$ cat src/rtl/mips_run_ctrl.sv
//------------------------------------------------------------------------------
// mips_run_ctrl
//
// Run controller for the pipelined MIPS CPU top level. Drives one global
// enable (o_cpu_en) to the PC and every pipeline register, so the whole core
// either advances together or freezes together. Three run states:
//   RUN  (2'b00) : free running until a syscall halt or single-step mode.
//   HALT (2'b01) : frozen; a debounced-by-sync press of the go button resumes
//                  (step_mode=0) or advances exactly one cycle (step_mode=1).
//   STEP (2'b10) : one enabled cycle, then back to HALT.
//
// Optional feature macro: MIPS_STAT_CNT_EN
//   defined   -> cycle / taken-branch / jump / stall-bubble counters are built.
//   undefined -> no counter registers; counter outputs are tied to zero.
//
// Parameters:
//   CNT_W     width of every statistics counter (wraps, no saturation)
//   START_RUN 1: come out of reset in RUN, 0: come out of reset in HALT
//
// Ports:
//   i_clk            system clock, rising edge
//   i_rst            asynchronous active-high reset
//   i_go             raw push-button, asynchronous to i_clk
//   i_step_mode      1 = single-step, 0 = free run
//   i_halt_req       syscall halt from the datapath (level)
//   i_stall_in       load-use bubble inserted this cycle
//   i_branch_taken   conditional branch resolved taken this cycle
//   i_jump           j/jal/jr committed this cycle
//   i_stat_clr       synchronous clear of all statistics counters
//   o_cpu_en         global PC / pipeline enable
//   o_halted         high while in HALT
//   o_state          encoded run state (RUN=00, HALT=01, STEP=10)
//   o_cycle_cnt      enabled cycles
//   o_branch_cnt     taken branches while enabled
//   o_jump_cnt       jumps while enabled
//   o_stall_cnt      stall bubbles while enabled
//------------------------------------------------------------------------------
`timescale 1ns/1ps

module mips_run_ctrl #(
    parameter int CNT_W     = 32,
    parameter bit START_RUN = 1'b1
) (
    input  logic             i_clk,
    input  logic             i_rst,
    input  logic             i_go,
    input  logic             i_step_mode,
    input  logic             i_halt_req,
    input  logic             i_stall_in,
    input  logic             i_branch_taken,
    input  logic             i_jump,
    input  logic             i_stat_clr,
    output logic             o_cpu_en,
    output logic             o_halted,
    output logic [1:0]       o_state,
    output logic [CNT_W-1:0] o_cycle_cnt,
    output logic [CNT_W-1:0] o_branch_cnt,
    output logic [CNT_W-1:0] o_jump_cnt,
    output logic [CNT_W-1:0] o_stall_cnt
);

    typedef enum logic [1:0] {
        ST_RUN  = 2'b00,
        ST_HALT = 2'b01,
        ST_STEP = 2'b10
    } state_t;

    localparam state_t RST_STATE = START_RUN ? ST_RUN : ST_HALT;

    logic   r_go_meta;
    logic   r_go_sync;
    logic   r_go_dly;
    logic   w_go_edge;
    state_t r_state;
    logic   w_cpu_en;
    logic   w_halt_qual;

    //--------------------------------------------------------------------------
    // go button: two-flop synchronizer plus a delay flop for edge detection.
    // Holding the button produces a single pulse; it must be released before
    // another press is recognised.
    //--------------------------------------------------------------------------
    // NOTE: sequential state uses non-blocking (<=) so every flop samples the
    // pre-edge value of its neighbour; blocking here would collapse the
    // synchronizer chain into a single flop.
    always_ff @(posedge i_clk or posedge i_rst) begin
        if (i_rst) begin
            r_go_meta <= 1'b0;
            r_go_sync <= 1'b0;
            r_go_dly  <= 1'b0;
        end else begin
            r_go_meta <= i_go;
            r_go_sync <= r_go_meta;
            r_go_dly  <= r_go_sync;
        end
    end

    assign w_go_edge = r_go_sync & ~r_go_dly;

    // Enable is a pure decode of the state register, so it changes only
    // right after a clock edge and never glitches on input activity.
    assign w_cpu_en = (r_state != ST_HALT);

    // The datapath only flags a syscall while it is actually executing.
    assign w_halt_qual = i_halt_req & w_cpu_en;

    //--------------------------------------------------------------------------
    // Run state machine. A go pulse arriving outside HALT is dropped.
    //--------------------------------------------------------------------------
    always_ff @(posedge i_clk or posedge i_rst) begin
        if (i_rst) begin
            r_state <= RST_STATE;
        end else begin
            case (r_state)
                ST_RUN: begin
                    if (w_halt_qual || i_step_mode) begin
                        r_state <= ST_HALT;
                    end
                end
                ST_HALT: begin
                    if (w_go_edge) begin
                        r_state <= i_step_mode ? ST_STEP : ST_RUN;
                    end
                end
                ST_STEP: r_state <= ST_HALT;
                // Unused encoding: park safely with the core frozen.
                default: r_state <= ST_HALT;
            endcase
        end
    end

    assign o_cpu_en = w_cpu_en;
    assign o_halted = (r_state == ST_HALT);
    assign o_state  = r_state;

    //--------------------------------------------------------------------------
    // Statistics counters (optional).
    //--------------------------------------------------------------------------
`ifdef MIPS_STAT_CNT_EN
    localparam logic [CNT_W-1:0] CNT_ONE = {{(CNT_W-1){1'b0}}, 1'b1};

    logic [CNT_W-1:0] r_cycle_cnt;
    logic [CNT_W-1:0] r_branch_cnt;
    logic [CNT_W-1:0] r_jump_cnt;
    logic [CNT_W-1:0] r_stall_cnt;

    // Clear wins over a same-cycle increment; counters wrap naturally.
    always_ff @(posedge i_clk or posedge i_rst) begin
        if (i_rst) begin
            r_cycle_cnt  <= '0;
            r_branch_cnt <= '0;
            r_jump_cnt   <= '0;
            r_stall_cnt  <= '0;
        end else if (i_stat_clr) begin
            r_cycle_cnt  <= '0;
            r_branch_cnt <= '0;
            r_jump_cnt   <= '0;
            r_stall_cnt  <= '0;
        end else begin
            if (w_cpu_en) begin
                r_cycle_cnt <= r_cycle_cnt + CNT_ONE;
            end
            if (w_cpu_en && i_branch_taken) begin
                r_branch_cnt <= r_branch_cnt + CNT_ONE;
            end
            if (w_cpu_en && i_jump) begin
                r_jump_cnt <= r_jump_cnt + CNT_ONE;
            end
            if (w_cpu_en && i_stall_in) begin
                r_stall_cnt <= r_stall_cnt + CNT_ONE;
            end
        end
    end

    assign o_cycle_cnt  = r_cycle_cnt;
    assign o_branch_cnt = r_branch_cnt;
    assign o_jump_cnt   = r_jump_cnt;
    assign o_stall_cnt  = r_stall_cnt;
`else
    // Statistics disabled: inputs that only feed the counters are sunk here.
    logic w_unused_stat;
    assign w_unused_stat = ^{i_stat_clr, i_stall_in, i_branch_taken, i_jump};

    assign o_cycle_cnt  = '0;
    assign o_branch_cnt = '0;
    assign o_jump_cnt   = '0;
    assign o_stall_cnt  = '0;
`endif

endmodule

$ cat config.mk
export PLATFORM = sky130hd
export DESIGN_NAME = mips_run_ctrl
export DESIGN_NICKNAME = d
export VERILOG_FILES = /design/src/rtl/mips_run_ctrl.sv
export SDC_FILE = /design/constraint.sdc
export NUM_CORES = 1
export LEC_CHECK = 0
export ABC_AREA = 1
export CAP_MARGIN = 20
export CORE_MARGIN = 3
export CORE_UTILIZATION = 29
export CTS_CLUSTER_DIAMETER = 100
export DETAILED_ROUTE_END_ITERATION = 16
export GPL_ROUTABILITY_DRIVEN = 0
export GPL_TIMING_DRIVEN = 1
export PLACE_DENSITY = 0.95
export SYNTH_ARGS = -nofsm -noshare
export SYNTH_HDL_FRONTEND = slang
export SYNTH_SLANG_ARGS = --single-unit
$ cat constraint.sdc
create_clock -name i_clk -period 1.35 [get_ports i_clk]
set_clock_uncertainty 0.05 [all_clocks]
set_input_delay 0.2025 -clock i_clk [delete_from_list [all_inputs] [get_ports i_clk]]
set_output_delay 0.2025 -clock i_clk [all_outputs]
set_load 0.05 [all_outputs]
==> flow_summary.toml, run 1 <==
[outcome]
outcome = "finished, final reports clean"

[critical_path]
start_kind = "register"
critPathKind = "reg2out"
ff2ff_path_depth = 4
r2r_slack_ns = 0.40
crit_required_ns = 1.10
worstReg2RegEnd = "o_state[1]"
crit_arrival_ns = 1.05
critPathMaxFanout = 3
worstReg2RegStart = "o_state[1]"
cp-end-kind = "output port"
crit_start = "o_state[1]"
endpoint = "o_cpu_en"

[placed_design]
dp_cells = 204
place_ws_ns = 0.241
dpl_cell_area_sq_um = 857
dp_hpwl_mm = 1.15
io_buffers = 8

[power_and_ir_drop]
p_switching_mw = 0.935
pwr-share-clk_pct = 20.6
power.share.switching_pct = 68.8
pwr-share-seq_pct = 12.2
p_per_area_mw_per_mm2 = 1470
totalPowerFinal_mw = 1.36
cellLeakagePower_nw = 0.617
p_comb_share_pct = 67.2
power.internal_mw = 0.424
ir_drop_v = 0.000777

[yosys]
synth.avg_cell_area_sq_um = 7.75
syn_area_sq_mm = 0.00115
synth_area_leader_cell = "buf_4"
yosysWarningCount = 0
seq_area_frac_synth_pct = 10.8
synth-seq-cells = 5
synth_common_cells = "buf_4, dfrtp_1, inv_1, nand2_1, nor2_2"
synth_ff_type = "dfrtp_1"
synth_edf_count = 0
ys_top_cells_by_area = "buf_4, dfrtp_1, inv_1"
synthArstFlopShare_pct = 100
synth_top_area_share_pct = 83.2
yosys.cell_count.top_type = "buf_4"
syn_inst = 149
synth_cell_types = 10

[detailed_routing]
route.detailed.drc = 0
drt_first_pass_iters = 3
drt_iter0_drc = 2
antenna_left = 0
routed_wl_mm = 1.26
via_per_inst = 2.37
via_count = 501
avgRoutedWirePerCell_microns = 5.95

[die]
die_w_microns = 69.1
initial_utilization_pct = 30.8
row_count = 22
dieArea_sq_mm = 0.00478
num_io_pins = 141
die_height_microns = 69.1
fp.coreArea_sq_mm = 0.00374

[sta]
setup_viol = 0
period_minus_slack_ns = 1.30
worst_slack_ns = 0.0487
final-hold-violation-count = 0
slew_viol_final = 0
min_period_over_period_pct = 96.4
final.setup.tns_ns = 0
grt_setup_unrepaired = "no"
hold_ws_ns = 0.134
max_freq_mhz = 768

[layout]
drive_gt1_share_pct = 10.4
area_delta_synth_final_pct = -19.7
fin_area_sq_um = 927
fin_util_pct = 24.8
diodes = 0
finalNonFillerCells = 211
fin_nets = 173

[clocking]
cts.clk_slew.worst_paths_ns = 0.04
hold_buffers = 0
clkSinkCount = 5
cts_max_level = 1
cts_root_buffer = "clkbuf_8"
tritoncts = "yes"
cts_buffer_depth = 2
clk_latency_ns = 0.22
cts_made_buffers = 3

[grt]
antenna_found_initial = 0
grt_pass1_wl_mm = 1.30
grt_max_degree = 6
grt_pass1_vias = 297
grt_usage_pct = 3.58
grt_overflow_total = 0

[min_path]
hp-class = "in2async"

[job]
maxCapViolCount = 0
[worst min path at each step]
stage | end | slack (ns) | cells past startpoint
after floorplan | o_state[1] | -0.07 | 1
after global placement | r_go_sync | 0.29 | 0
after detailed placement | r_go_sync | 0.29 | 0
after CTS | r_go_meta | 0.14 | 2
after global routing | r_go_dly | 0.16 | 2
final | r_go_sync | 0.13 | 2
[power groups by stage]
stage          sequential, mW  clock, mW  combinational, mW
2_1_floorplan           0.180          0               1.11
3_3_place_gp            0.170          0              0.886
3_5_place_dp            0.170          0              0.889
4_1_cts                 0.166      0.289              0.896
5_1_grt                 0.166      0.299              0.936
6_report                0.165      0.280              0.913
[state kept, by name (all words and copies together) (netlist names)]
signal	flops
o_state	2
r_go_dly	1
r_go_meta	1
r_go_sync	1
[layout by cell type, fill, tap and decap left out, drive strengths merged]
master,Yosys,layout
buf,128,7
clkdlybuf4s50,0,4
dfrtp,5,5
nand3,1,1
conb,1,128
clkbuf,0,3
nor2,3,3
nand2,5,5
inv,6,6
clkinv,0,1
[critical path: stages (launching register included)]
cell and delay (ns):
dfrtp_2 0.43, nor2_4 0.16, inv_1 0.09, buf_12 0.15
[area by class of cell]
type,count,area (sq um)
clock buffer,3,41.3
clock inverter,1,5.00
fill,440,2820
inverter,6,22.5
multi-input combinational,137,528
sequential,5,128
tap,48,60.1
timing repair buffer,11,143
[timing repair]
action	CTS	global route
pin swaps	0	1
gates resized for setup	1	0
setup endpoints to repair	1	1
setup buffers	1	2
[cell families after synthesis]
kind of cell	Yosys count	share of synthesized area [%]
other	1	0.325
and+or+nand+nor	9	3.68
DFF	5	10.8
buffers and inverters	134	85.2
[per-layer routing]
metal  vias to the layer above  share of wire (%)  GRT usage (%)
met4                         0                3.3           5.21
met1                       212                 14           1.31
met2                        72                 59           8.05
met5                         -                  0              0
met3                         4                 23          0.583
li1                        213                  -              -
(Power assumes the default switching activity.)
==> inputs of run 2 (changes only) <==
--- a/config.mk
+++ b/config.mk
@@ -14,6 +14,7 @@
 export GPL_ROUTABILITY_DRIVEN = 0
 export GPL_TIMING_DRIVEN = 1
 export PLACE_DENSITY = 0.95
+export SKIP_LAST_GASP = 1
 export SYNTH_ARGS = -nofsm -noshare
 export SYNTH_HDL_FRONTEND = slang
 export SYNTH_SLANG_ARGS = --single-unit
==> results of run 2 <==
No change in the layout: final DEF, timing and power equal those of run 1.
